`src/rtl/pc_seq.sv`:
```
// Program-counter sequencer: sequential advance, absolute/relative redirects,
// trap vectoring and a circular return-address stack with overflow/underflow pulses.
module pc_seq #(
  parameter int                 PC_W      = 32,
  parameter int                 OFF_W     = 16,
  parameter int                 STEP      = 4,
  parameter int                 RAS_DEPTH = 4,
  parameter logic [PC_W-1:0]    RESET_VEC = '0,
  parameter logic [PC_W-1:0]    TRAP_VEC  = PC_W'('h100),
  localparam int                LVL_W     = $clog2(RAS_DEPTH + 1)
) (
  input  logic               clock,
  input  logic               reset,
  input  logic               en_cnt,
  input  logic               en_offset,
  input  logic [OFF_W-1:0]   pc_offset,
  input  logic               en_jump,
  input  logic [PC_W-1:0]    jump_addr,
  input  logic               en_call,
  input  logic               en_ret,
  input  logic               en_trap,
  input  logic               fetch_ready,
  output logic [PC_W-1:0]    pc_cnt,
  output logic               fetch_valid,
  output logic [LVL_W-1:0]   ras_level,
  output logic               ras_overflow,
  output logic               ras_underflow
);

  localparam int PTR_W = $clog2(RAS_DEPTH);
  localparam int SHIFT = $clog2(STEP);

  // Handshake: pc_cnt is offered while fetch_valid=1; a sequential advance
  // happens only when en_cnt && fetch_ready. Redirects ignore fetch_ready
  // and force fetch_valid low for exactly one cycle (bubble).

  logic [PC_W-1:0]  pc_q, pc_d;
  logic             fv_q, fv_d;
  logic [LVL_W-1:0] lvl_q, lvl_d;
  logic             ovf_q, ovf_d;
  logic             unf_q, unf_d;
  logic [PTR_W-1:0] ptr_q, ptr_d;
  logic [PC_W-1:0]  ras_q [RAS_DEPTH];

  logic [PC_W-1:0]  pc_seq_w;
  logic [PC_W-1:0]  off_ext;
  logic [PC_W-1:0]  rel_tgt;
  logic [PTR_W-1:0] ptr_inc;
  logic [PTR_W-1:0] top_idx;
  logic             stack_full;
  logic             stack_empty;
  logic             push;

  assign pc_seq_w    = pc_q + PC_W'(STEP);
  assign off_ext     = PC_W'($signed(pc_offset));
  assign rel_tgt     = pc_q + (off_ext << SHIFT);
  assign ptr_inc     = (ptr_q == PTR_W'(RAS_DEPTH - 1)) ? '0 : ptr_q + 1'b1;
  assign top_idx     = (ptr_q == '0) ? PTR_W'(RAS_DEPTH - 1) : ptr_q - 1'b1;
  assign stack_full  = (lvl_q == LVL_W'(RAS_DEPTH));
  assign stack_empty = (lvl_q == '0);

  always_comb begin
    pc_d  = pc_q;
    fv_d  = 1'b1;
    lvl_d = lvl_q;
    ovf_d = 1'b0;
    unf_d = 1'b0;
    ptr_d = ptr_q;
    push  = 1'b0;
    if (en_trap) begin
      pc_d = TRAP_VEC;
      fv_d = 1'b0;
    end else if (en_jump) begin
      pc_d = jump_addr;
      fv_d = 1'b0;
    end else if (en_offset) begin
      pc_d = rel_tgt;
      fv_d = 1'b0;
    end else if (en_call) begin
      pc_d  = rel_tgt;
      fv_d  = 1'b0;
      push  = 1'b1;
      ptr_d = ptr_inc;
      // A full stack overwrites its oldest slot, which is the one ptr_q points at.
      if (stack_full) ovf_d = 1'b1;
      else            lvl_d = lvl_q + 1'b1;
    end else if (en_ret) begin
      fv_d = 1'b0;
      if (stack_empty) begin
        pc_d  = pc_seq_w;
        unf_d = 1'b1;
      end else begin
        pc_d  = ras_q[top_idx];
        ptr_d = top_idx;
        lvl_d = lvl_q - 1'b1;
      end
    end else if (en_cnt && fetch_ready) begin
      pc_d = pc_seq_w;
    end
  end

  always_ff @(posedge clock or posedge reset) begin
    if (reset) begin
      pc_q  <= RESET_VEC;
      fv_q  <= 1'b0;
      lvl_q <= '0;
      ovf_q <= 1'b0;
      unf_q <= 1'b0;
      ptr_q <= '0;
      for (int i = 0; i < RAS_DEPTH; i++) ras_q[i] <= '0;
    end else begin
      pc_q  <= pc_d;
      fv_q  <= fv_d;
      lvl_q <= lvl_d;
      ovf_q <= ovf_d;
      unf_q <= unf_d;
      ptr_q <= ptr_d;
      if (push) ras_q[ptr_q] <= pc_seq_w;
    end
  end

  assign pc_cnt        = pc_q;
  assign fetch_valid   = fv_q;
  assign ras_level     = lvl_q;
  assign ras_overflow  = ovf_q;
  assign ras_underflow = unf_q;

endmodule
```
`config.mk`:
```
export PLATFORM = sky130hd
export DESIGN_NAME = pc_seq
export DESIGN_NICKNAME = d
export VERILOG_FILES = /design/src/rtl/pc_seq.sv
export SDC_FILE = /design/constraint.sdc
export NUM_CORES = 1
export LEC_CHECK = 0
export CORE_MARGIN = 3
export CORE_UTILIZATION = 63
export DETAILED_ROUTE_END_ITERATION = 16
export GPL_ROUTABILITY_DRIVEN = 0
export PLACE_DENSITY = 0.87
export SLEW_MARGIN = 30
export SYNTH_ARGS = -nofsm -noshare
export SYNTH_HDL_FRONTEND = slang
export SYNTH_SLANG_ARGS = --single-unit
```
`constraint.sdc`:
```
create_clock -name clock -period 10.2 [get_ports clock]
set_input_delay 2.55 -clock clock [delete_from_list [all_inputs] [get_ports clock]]
set_output_delay 2.55 -clock clock [all_outputs]
set_load 0.005 [all_outputs]
```
==> impl_metrics.ini <==
[routing]
routed_wl_um = 27500
drtIter0Drc = 1320
vias_per_cell = 6.70
wl_met1_um = 11300
vias = 8705
routed.top_layer = met4
drc = 0
wl_met2_um = 12600
wire_per_inst_um = 21.2
antenna_left = 0
wl_met3_um = 2950
firstDrtPassIters = 6

[synth]
syn_area_per_cell_um2 = 9.29
syn_area_um2 = 9750
synthCells = 1050
ys_seq_area_share_pct = 43.1
async_flop_share_pct = 100
ys_types = 60
syn-num-nets = 1143
yosysWarnings = 0
synthFlopType = dfrtp_1
synth-seq-cells = 168
synth_edf_count = 0

[worst_setup_path]
cpPeakStageDelay_ps = 920
cp.required_ps = 10510
crit_fanout = 15
end_kind = flip-flop
crit_slowest_cell = clkdlybuf4s50_1
r2r_start = pc_cnt[2]$_DFFE_PP0P_
reg2regPathDepth = 12
path_cells = clkdlybuf4s50_1 > ha_1 > a21oi_1 > o21a_1 > nand2_1 > a31o_2 > a2111o_1 > nand2_1 > xnor2_1 > a211oi_1 > o22ai_1
crit_top_cell = nand2_1
start_kind = input pin
crit_type = in2reg
arrival_ps = 5600
crit_path_start = pc_offset[15]

[timing]
timing_hold_violations_final = 0
rsz0062_at_grt = false
drv_slew = 0
finalCritPeriodShare_pct = 51.9
slew_headroom_pct = 45.7
max_freq_mhz = 189
worst_slew_pin_slew_ps = 815
finalClockSkew_ps = 12.2
setup_viol = 0
timing.setup.tns_ps = 0
finalCriticalPeriod_ps = 5290

[hold_path]
min_path_cells = 2
hold_path_class = reg2reg
hold_start = ras_q[48]$_DFFE_PP0P_

[cells_and_area]
n_fill_cell = 981
n_antenna_cell = 0
final_util_pct = 76.2
area_delta_synth_final_pct = 15.7
final_nets = 1200
multiInputGateArea_um2 = 5210
layout.area.seq_um2 = 4200
drive_above_1_share_pct = 8.69
instances_no_fill = 1300

[placed_design]
port_buffers = 94
dp_hpwl_um = 18400
dp.cells = 1272

[pwr]
ir_drop_uv = 268
power_mw = 2.79
power.density_nw_per_um2 = 247
leakage_nw = 4.85

[clock_tree]
cts.sinks = 168
clkLatencyLatePin_ps = 430
clk_pin_slew_ps = 60
post_cts.repair.setup_buffers = 0
htreeDepth = 4
cts_max_path_buffers = 2
cts_resized = 0
cts_tree = yes
hold_buffers = 0
clockRootBuffer = clkbuf_16
cts_made_buffers = 17

[die]
die_w_um = 130
die_h_um = 130
die_area_um2 = 17000
ios = 95
start_util_pct = 65.8
core_area_um2 = 14800
row_count = 44

[global_routing]
grt_use_total_pct = 32.7
grt_pass1_vias = 8304
grt_max_degree = 105
overflow = 0
antenna_found_initial = 0
grt_pass1_wl_um = 43000

[status]
status = complete, no violations

[job]
drv_cap = 0
[state kept, by name, indices dropped and copies added (netlist names)]
name           count
ras_underflow      1
fetch_valid        1
pc_cnt            32
ras_level          3
ras_q            128
ptr_q              2
ras_overflow       1
[power breakdown]
| part | total (mW) | switching, mW | leakage (nW) | internal (mW) |
|---|---|---|---|---|
| sequential | 1.09 | 0.176 | 2.14 | 0.911 |
| combinational | 1.09 | 0.565 | 2.45 | 0.525 |
| clock | 0.613 | 0.254 | 0.267 | 0.360 |
[layout by cell type, fill, tap and decap left out, types with 7 or more instances in the layout]
cell type,count
xor2_1,30
clkdlybuf4s50_1,94
mux4_2,32
nand2_1,126
a21oi_1,135
o221ai_1,7
nor2_1,125
a21o_1,16
a211oi_1,16
o21ai_0,88
nand3_1,19
buf_4,9
and3_1,9
ha_1,33
inv_1,20
o211ai_1,13
xnor2_1,22
mux2_2,8
clkbuf_16,17
nor3_1,12
dfrtp_1,168
nand4_1,10
[final timing paths]
kind / endpoint / slack, ps
worst max-delay path: pc_cnt[26]$_DFFE_PP0P_ / 4910
worst min-delay path: ras_q[48]$_DFFE_PP0P_ / 480
worst max register to register: pc_cnt[28]$_DFFE_PP0P_ / 7050
worst min register to register: ras_q[48]$_DFFE_PP0P_ / 480
max in group asynchronous: ras_q[20]$_DFFE_PP0P_ / 6250
min in group asynchronous: ras_q[55]$_DFFE_PP0P_ / 2610
[metrics by stage]
stage          hold slack (ps)  area [um^2]  setup WS (ps)
2_1_floorplan              440         9750           3100
3_3_place_gp               452        10700           4650
3_5_place_dp               461        10700           4570
4_1_cts                    480        11300           5010
5_1_grt                    503        11300           4790
6_report                   479        11300           4910
[area by class of cell]
cell class	instances	area share, %
Clock inverter	9	0.920
Inverter	21	0.765
Sequential cell	168	37.3
Timing Repair Buffer	103	8.94
Multi-Input combinational cell	796	46.2
Clock buffer	19	3.93
Tap cell	184	2.04
[metal layers]
| layer | vias to the layer above | global-route usage, % |
|---|---|---|
| met5 | - | 0 |
| met4 | 0 | 10.8 |
| met3 | 71 | 8.58 |
| met2 | 565 | 49.5 |
| met1 | 4188 | 46.8 |
| li1 | 3881 | - |
[logic make-up (layout without fill, tap and decap cells)]
kind of cell               Yosys count  in the layout  synth area share [%]
adders and majority gates           36             36                  4.77
AOI/OAI and AO/OA                  330            330                  19.8
muxes                               40             40                  8.32
and+or+nand+nor                    338            338                  15.5
DFF                                168            168                  43.1
buffers and inverters               86            152                  3.76
xor gates and xnor gates            52             52                  4.67
[critical path, delay by kind of cell]
kind | cells | cell delay [ps]
xor+xnor | 1 | 80
fa+ha+maj | 1 | 420
simple gates | 2 | 190
buf+inv | 1 | 920
compound gates | 6 | 1430
[synth_stat cells, drive strengths merged (16+ instances only)]
cell    count  area [um^2]
dfrtp     168         4200
a21oi     137          693
nor2      128          493
nand2     127          493
o21ai      92          460
clkbuf     44          165
ha         34          425
mux4       32          721
xor2       30          263
xnor2      22          193
buf        21          123
inv        21         78.8
nand3      21          115
a211oi     16          120
a21o       16          120
(Power assumes the default switching activity.)
